File: config.mk
export PLATFORM = sky130hd
export DESIGN_NAME = bist_lfsr_misr
export DESIGN_NICKNAME = d
export VERILOG_FILES = /design/src/rtl/bist_pkg.sv /design/src/rtl/bist_galois_reg.sv /design/src/rtl/bist_lfsr_misr.sv
export SDC_FILE = /design/constraint.sdc
export NUM_CORES = 1
export LEC_CHECK = 0
export CAP_MARGIN = 30
export CORE_ASPECT_RATIO = 1.1
export CORE_MARGIN = 8
export CORE_UTILIZATION = 45
export CTS_BUF_LIST = sky130_fd_sc_hd__clkbuf_4
export DETAILED_ROUTE_END_ITERATION = 8
export HOLD_SLACK_MARGIN = 0.03
export PLACE_DENSITY = 0.73
export SETUP_SLACK_MARGIN = 0.1
export SLEW_MARGIN = 30
export SYNTH_ARGS = -nofsm -noshare
export SYNTH_HDL_FRONTEND = slang
export SYNTH_HIERARCHICAL = 1
export SYNTH_SLANG_ARGS = --single-unit
File: constraint.sdc
create_clock -name clk -period 2.7 [get_ports clk]
set_input_delay 0.54 -clock clk [delete_from_list [all_inputs] [get_ports clk]]
set_output_delay 0.54 -clock clk [all_outputs]
set_load 0.05 [all_outputs]
File: src/rtl/bist_pkg.sv
// -----------------------------------------------------------------------------
// bist_pkg
// Shared definitions for the BIST pattern-generation / response-compaction
// datapath: the controller-facing state encoding, default Galois tap masks,
// and the single-step Galois shift used by both the LFSR and the MISR.
// -----------------------------------------------------------------------------
package bist_pkg;

    // States of the datapath's view of a BIST session.
    typedef enum logic [2:0] {
        IDLE    = 3'd0,
        ARMED   = 3'd1,
        RUN     = 3'd2,
        COMPARE = 3'd3,
        DONE    = 3'd4
    } bist_state_t;

    // Widest register the shared step function can handle.
    localparam int GALOIS_MAX_W = 32;

    localparam logic [7:0] DEFAULT_LFSR_TAPS = 8'hB8;
    localparam logic [7:0] DEFAULT_MISR_TAPS = 8'hB8;

    // One right-shifting Galois step. Operands are zero-extended to the
    // maximum width, so the zero shifted in at the top lands in the correct
    // bit for any narrower register; callers truncate the result back.
    function automatic logic [GALOIS_MAX_W-1:0] galois_step(
        input logic [GALOIS_MAX_W-1:0] value,
        input logic [GALOIS_MAX_W-1:0] taps
    );
        galois_step = (value >> 1) ^ (value[0] ? taps : '0);
    endfunction

endpackage

File: src/rtl/bist_galois_reg.sv
// -----------------------------------------------------------------------------
// bist_galois_reg
// Galois shift register with parallel load and serial-parallel data fold-in.
// With i_din tied to zero it is a pattern-generating LFSR; with i_din fed
// from the circuit under test it is a MISR compacting responses.
//
// Ports
//   i_clk       clock, rising edge
//   i_reset     asynchronous active-high reset, loads RESET_VAL
//   i_load      synchronous load of i_load_val (wins over i_en)
//   i_load_val  value loaded when i_load is high
//   i_en        advance one Galois step and fold in i_din
//   i_din       data XORed into the stepped value
//   o_value     current register contents
// -----------------------------------------------------------------------------
module bist_galois_reg
    import bist_pkg::*;
#(
    parameter int               WIDTH     = 8,
    parameter logic [WIDTH-1:0] TAPS      = WIDTH'(DEFAULT_LFSR_TAPS),
    parameter logic [WIDTH-1:0] RESET_VAL = '0
) (
    input  logic             i_clk,
    input  logic             i_reset,
    input  logic             i_load,
    input  logic [WIDTH-1:0] i_load_val,
    input  logic             i_en,
    input  logic [WIDTH-1:0] i_din,
    output logic [WIDTH-1:0] o_value
);

    logic [WIDTH-1:0] r_value;
    logic [WIDTH-1:0] w_next;

    // Next value when enabled: one Galois step of the current contents with
    // the incoming data folded in afterwards.
    assign w_next = WIDTH'(galois_step(GALOIS_MAX_W'(r_value), GALOIS_MAX_W'(TAPS))) ^ i_din;

    // Load takes priority so a restart in the same cycle as an enable
    // always starts from the load value.
    always_ff @(posedge i_clk or posedge i_reset) begin
        if (i_reset) begin
            r_value <= RESET_VAL;
        end else if (i_load) begin
            r_value <= i_load_val;
        end else if (i_en) begin
            r_value <= w_next;
        end
    end

    assign o_value = r_value;

endmodule

File: src/rtl/bist_lfsr_misr.sv
// -----------------------------------------------------------------------------
// bist_lfsr_misr
// BIST datapath stage driven by the BIST controller strobes. Generates
// pseudo-random vectors with a Galois LFSR, compacts the CUT responses into a
// MISR signature, and after finish compares the signature against a golden
// value, holding pass/fail until the next init.
//
// Ports
//   clk            clock, rising edge
//   reset          asynchronous active-high reset
//   init           controller init strobe, restarts the session
//   running        one vector applied and compacted per high cycle
//   toggle         inverts the vector presented to the CUT
//   finish         controller finish strobe, starts the comparison
//   cut_resp       CUT response to test_vector, same cycle
//   test_vector    vector to the CUT (LFSR, optionally inverted)
//   vector_valid   vector is being applied this cycle
//   pattern_count  vectors applied since init, saturating
//   signature      current MISR contents
//   result_valid   pass/fail are meaningful
//   pass           signature matched the golden value
//   fail           signature did not match
// -----------------------------------------------------------------------------
module bist_lfsr_misr
    import bist_pkg::*;
#(
    parameter int               WIDTH      = 8,
    parameter logic [WIDTH-1:0] LFSR_SEED  = 8'h01,
    parameter logic [WIDTH-1:0] LFSR_TAPS  = 8'hB8,
    parameter logic [WIDTH-1:0] MISR_TAPS  = 8'hB8,
    parameter logic [WIDTH-1:0] GOLDEN_SIG = 8'h5C,
    parameter int               CNT_W      = 4
) (
    input  logic             clk,
    input  logic             reset,
    input  logic             init,
    input  logic             running,
    input  logic             toggle,
    input  logic             finish,
    input  logic [WIDTH-1:0] cut_resp,
    output logic [WIDTH-1:0] test_vector,
    output logic             vector_valid,
    output logic [CNT_W-1:0] pattern_count,
    output logic [WIDTH-1:0] signature,
    output logic             result_valid,
    output logic             pass,
    output logic             fail
);

    bist_state_t      r_state;
    bist_state_t      w_next_state;
    logic             w_active;
    logic             w_step;
    logic [WIDTH-1:0] w_lfsr;
    logic [WIDTH-1:0] w_misr;
    logic [CNT_W-1:0] r_count;
    logic             r_pass;
    logic             r_fail;

    // Vectors are applied only in ARMED/RUN, and init wins over running so
    // a restart never also steps the registers it is reloading.
    assign w_active = (r_state == ARMED) || (r_state == RUN);
    assign w_step   = running && w_active && !init;

    // Pattern generator: free-running Galois LFSR, reseeded on init.
    bist_galois_reg #(
        .WIDTH     (WIDTH),
        .TAPS      (LFSR_TAPS),
        .RESET_VAL (LFSR_SEED)
    ) u_lfsr (
        .i_clk      (clk),
        .i_reset    (reset),
        .i_load     (init),
        .i_load_val (LFSR_SEED),
        .i_en       (w_step),
        .i_din      ('0),
        .o_value    (w_lfsr)
    );

    // Response compactor: same step, with the CUT response folded in.
    bist_galois_reg #(
        .WIDTH     (WIDTH),
        .TAPS      (MISR_TAPS),
        .RESET_VAL ('0)
    ) u_misr (
        .i_clk      (clk),
        .i_reset    (reset),
        .i_load     (init),
        .i_load_val ('0),
        .i_en       (w_step),
        .i_din      (cut_resp),
        .o_value    (w_misr)
    );

    // State register for the session sequencer.
    always_ff @(posedge clk or posedge reset) begin
        if (reset) begin
            r_state <= IDLE;
        end else begin
            r_state <= w_next_state;
        end
    end

    // Session sequencing: init restarts from anywhere; finish from ARMED or
    // RUN takes precedence over the ARMED->RUN move; COMPARE lasts one cycle;
    // DONE and IDLE wait for init.
    always_comb begin
        w_next_state = r_state;
        if (init) begin
            w_next_state = ARMED;
        end else begin
            case (r_state)
                ARMED: begin
                    if (finish) begin
                        w_next_state = COMPARE;
                    end else if (running) begin
                        w_next_state = RUN;
                    end
                end
                RUN: begin
                    if (finish) begin
                        w_next_state = COMPARE;
                    end
                end
                COMPARE: w_next_state = DONE;
                default: ;
            endcase
        end
    end

    // Applied-pattern counter; sticks at all-ones rather than wrapping so a
    // long run never looks like a short one.
    always_ff @(posedge clk or posedge reset) begin
        if (reset) begin
            r_count <= '0;
        end else if (init) begin
            r_count <= '0;
        end else if (w_step && (r_count != '1)) begin
            r_count <= r_count + CNT_W'(1);
        end
    end

    // Verdict registers: captured in the single COMPARE cycle and then held
    // through DONE; cleared by init so no stale result survives a restart.
    always_ff @(posedge clk or posedge reset) begin
        if (reset) begin
            r_pass <= 1'b0;
            r_fail <= 1'b0;
        end else if (init) begin
            r_pass <= 1'b0;
            r_fail <= 1'b0;
        end else if (r_state == COMPARE) begin
            r_pass <= (w_misr == GOLDEN_SIG);
            r_fail <= (w_misr != GOLDEN_SIG);
        end
    end

    // Toggle inverts only what the CUT sees; the LFSR keeps stepping on its
    // own uninverted value.
    assign test_vector   = w_lfsr ^ {WIDTH{toggle}};
    assign vector_valid  = running && w_active;
    assign pattern_count = r_count;
    assign signature     = w_misr;
    assign result_valid  = (r_state == DONE);
    assign pass          = r_pass;
    assign fail          = r_fail;

endmodule

==> run summary, run 1 <==
Tightest Pin Transition -> 0.5039 ns
ANT nets after route -> 0
Final net count -> 246
Drt total wl -> 3.419 mm
Gate count of the mapped netlist -> 173
Grt met2 use -> 21.58%
MaxCap Viol Count -> 0
Die Y-Extent -> 78.79 µm
Placed instance count -> 276
Hold slack final -> 0.5183 ns
Async set-reset flop share out of synthesis -> 100.0%
GRT overflow -> 0
Final Hold Viols -> 0
VDD IR max -> 268.9 µV
Slack of the critical path -> 0.3045 ns
Initial antenna violation count -> 0
Drt drc -> 0
Starting Density -> 45.56%
EDFF count, synth -> 0
Min Tclk post-route -> 2.396 ns
CP max FO -> 7
Comb power frac -> 47.6%
Hold Crit Class -> input pin to asynchronous set/reset pin
Largest area contributor in the netlist -> dfrtp_1
Crit path arrival time -> 1.86 ns
Net Sw Frac -> 40.64%
Hold bufs inserted after CTS -> 0
Total power -> 1.283 mW
Worst Skew -> 0.004267 ns
Sequential power share -> 38.2%
R2R depth -> 7
Overall Global Routing Usage -> 12.35%
Clock power share -> 14.2%
GPL Wtd Cong -> 0.8106
Area of the mapped netlist -> 0.001613 mm²
Max_slew headroom -> 66.30%
Clock transition at the registers of the reported paths -> 0.14 ns
Number of CTS-inserted buffers -> 3
CTS resizes -> 0
Clk buf depth -> 2
Synth cell types -> 35
Area share of the largest cell type after synthesis -> 37.24%
Place WS -> 0.3832 ns
Syn Area/Cell -> 9.323 µm²
Slew Limit Fails -> 0
CP required -> 2.16 ns
Vias per Instance -> 4.671
Global-route wire length before repair -> 5.706 mm
Share of the clock period used by the worst path -> 88.72%
Ys Warns -> 6
Register area share after synthesis -> 38.87%
Pint -> 0.7614 mW
Sw Pwr -> 0.5212 mW
Synth top area cells -> dfrtp_1 37%, xor2_1 13%, mux2i_1 6.8%, nor3b_1 3.7%, nand2_1 3.0%
Fin Setup TNS -> 0 ns
RSZ-0062 raised after global routing -> false
Hpwl dp -> 2.601 mm
Area Overhead vs Synth -> 38.56%
Main synth FF type -> dfrtp_1
Row count -> 23
Setup Buffers After CTS -> 0
Pwr dens -> 573.9 mW/mm²
Share of cells above drive strength 1 -> 9.565%
Initial DRC Count -> 50
CTS Sinks -> 25
PortBufs -> 37
Post-DR wirelength/cell -> 12.21 µm
Number of global-route vias before repair -> 1221
DR pass1 iterations -> 4
CTS tree -> built
Root Buffer -> clkbuf_4
Busiest grt layer -> met2
Placeable core area -> 0.003540 mm²
WS Path Type -> register to primary output
Endpoint type of the worst setup path -> primary output
Top cells by count, synth -> 24 x dfrtp_1, 24 x xor2_1, 13 x nand2_1
Flops & latches, synth -> 25
Worst skew pair latency -> 0.32 ns
Max Freq -> 0.4174 GHz
Via count -> 1308
Crit start category -> register
Met3 Usage GRT -> 2.015%
GR Util met1 -> 14.39%
Largest net degree at the start of global routing -> 38
Non-Filler Instances -> 280
Antenna cells -> 0
P_leak -> 0.9631 nW
Outcome -> finished, final reports clean
Die W -> 73.08 µm
Final setup viols -> 0
H-tree depth -> 1
# IOs -> 38
Die area -> 0.005758 mm²
-- layout make-up --
| type | count | area [µm²] |
|---|---|---|
| fillers | 307 | 1305 |
| multi-input cells | 156 | 993.5 |
| flip-flops and latches | 25 | 626.9 |
| repair buffers | 42 | 510.5 |
| well taps | 50 | 62.56 |
| clock buffers | 4 | 30.03 |
| inverters | 3 | 11.26 |
-- registers in the layout, summed over array words and instances (netlist names) --
| name | count |
|---|---|
| fail | 1 |
| pass | 1 |
| pattern_count | 4 |
| r_state | 3 |
| u_lfsr/o_value | 8 |
| u_misr/o_value | 8 |
-- logic make-up after synthesis --
| kind of cell | share of synthesized area (%) |
|---|---|
| compound gates | 11.48 |
| fa+ha+maj | 0.7757 |
| xor+xnor | 14.04 |
| other cells | 0.4657 |
| mux | 7.525 |
| simple gates | 22.03 |
| buf+inv | 4.810 |
| flops | 38.87 |
-- final timing paths --
check / start / endpoint / slack [ns]
max: r_state[0] / result_valid / 0.30
min: reset / u_misr/o_value[4] / 0.52
max reg2reg: r_state[1] / u_misr/o_value[5] / 0.93
min reg2reg: pass / pass / 0.55
max in group asynchronous: reset / u_lfsr/o_value[0] / 1.89
min in group clk: pass / pass / 0.55
-- metal layers --
layer,share of wire [%],up-vias
met2,52,24
met3,3.7,4
li1,-,684
met5,0,-
met4,1.6,0
met1,43,596
-- stage by stage --
step,area [µm²],util [%]
2_1_floorplan,1695,-
3_3_place_gp,2205,62.28
3_5_place_dp,2205,62.28
4_1_cts,2235,63.13
5_1_grt,2235,63.13
6_report,2235,63.13
-- worst max-delay path, stage by stage, from the launching register on --
cell	delay (ns)
dfrtp_1	0.49
nor3b_1	0.22
clkdlybuf4s50_1	0.83
-- power groups by stage --
stage	logic [mW]	registers, mW	clock network [mW]
2_1_floorplan	0.318	0.554	0
3_3_place_gp	0.609	0.496	0
3_5_place_dp	0.614	0.498	0
4_1_cts	0.616	0.491	0.190
5_1_grt	0.651	0.498	0.203
6_report	0.611	0.490	0.182
-- cell usage in the layout (no fill, tap or decap), types with 9 or more instances in the layout --
cell / count
a21oi_1: 9
conb_1: 24
dfrtp_1: 24
mux2i_1: 11
nor2_1: 11
nand2_1: 13
clkdlybuf4s50_1: 28
buf_12: 10
xor2_1: 24
Note: power is estimated with default switching activity, not from simulation.
==> run 2, diff against run 1 <==
Settings changed: CTS_CLUSTER_SIZE from default to 24.
==> results of run 2 <==
The final DEF is identical to that of run 1; final timing and power are the same.
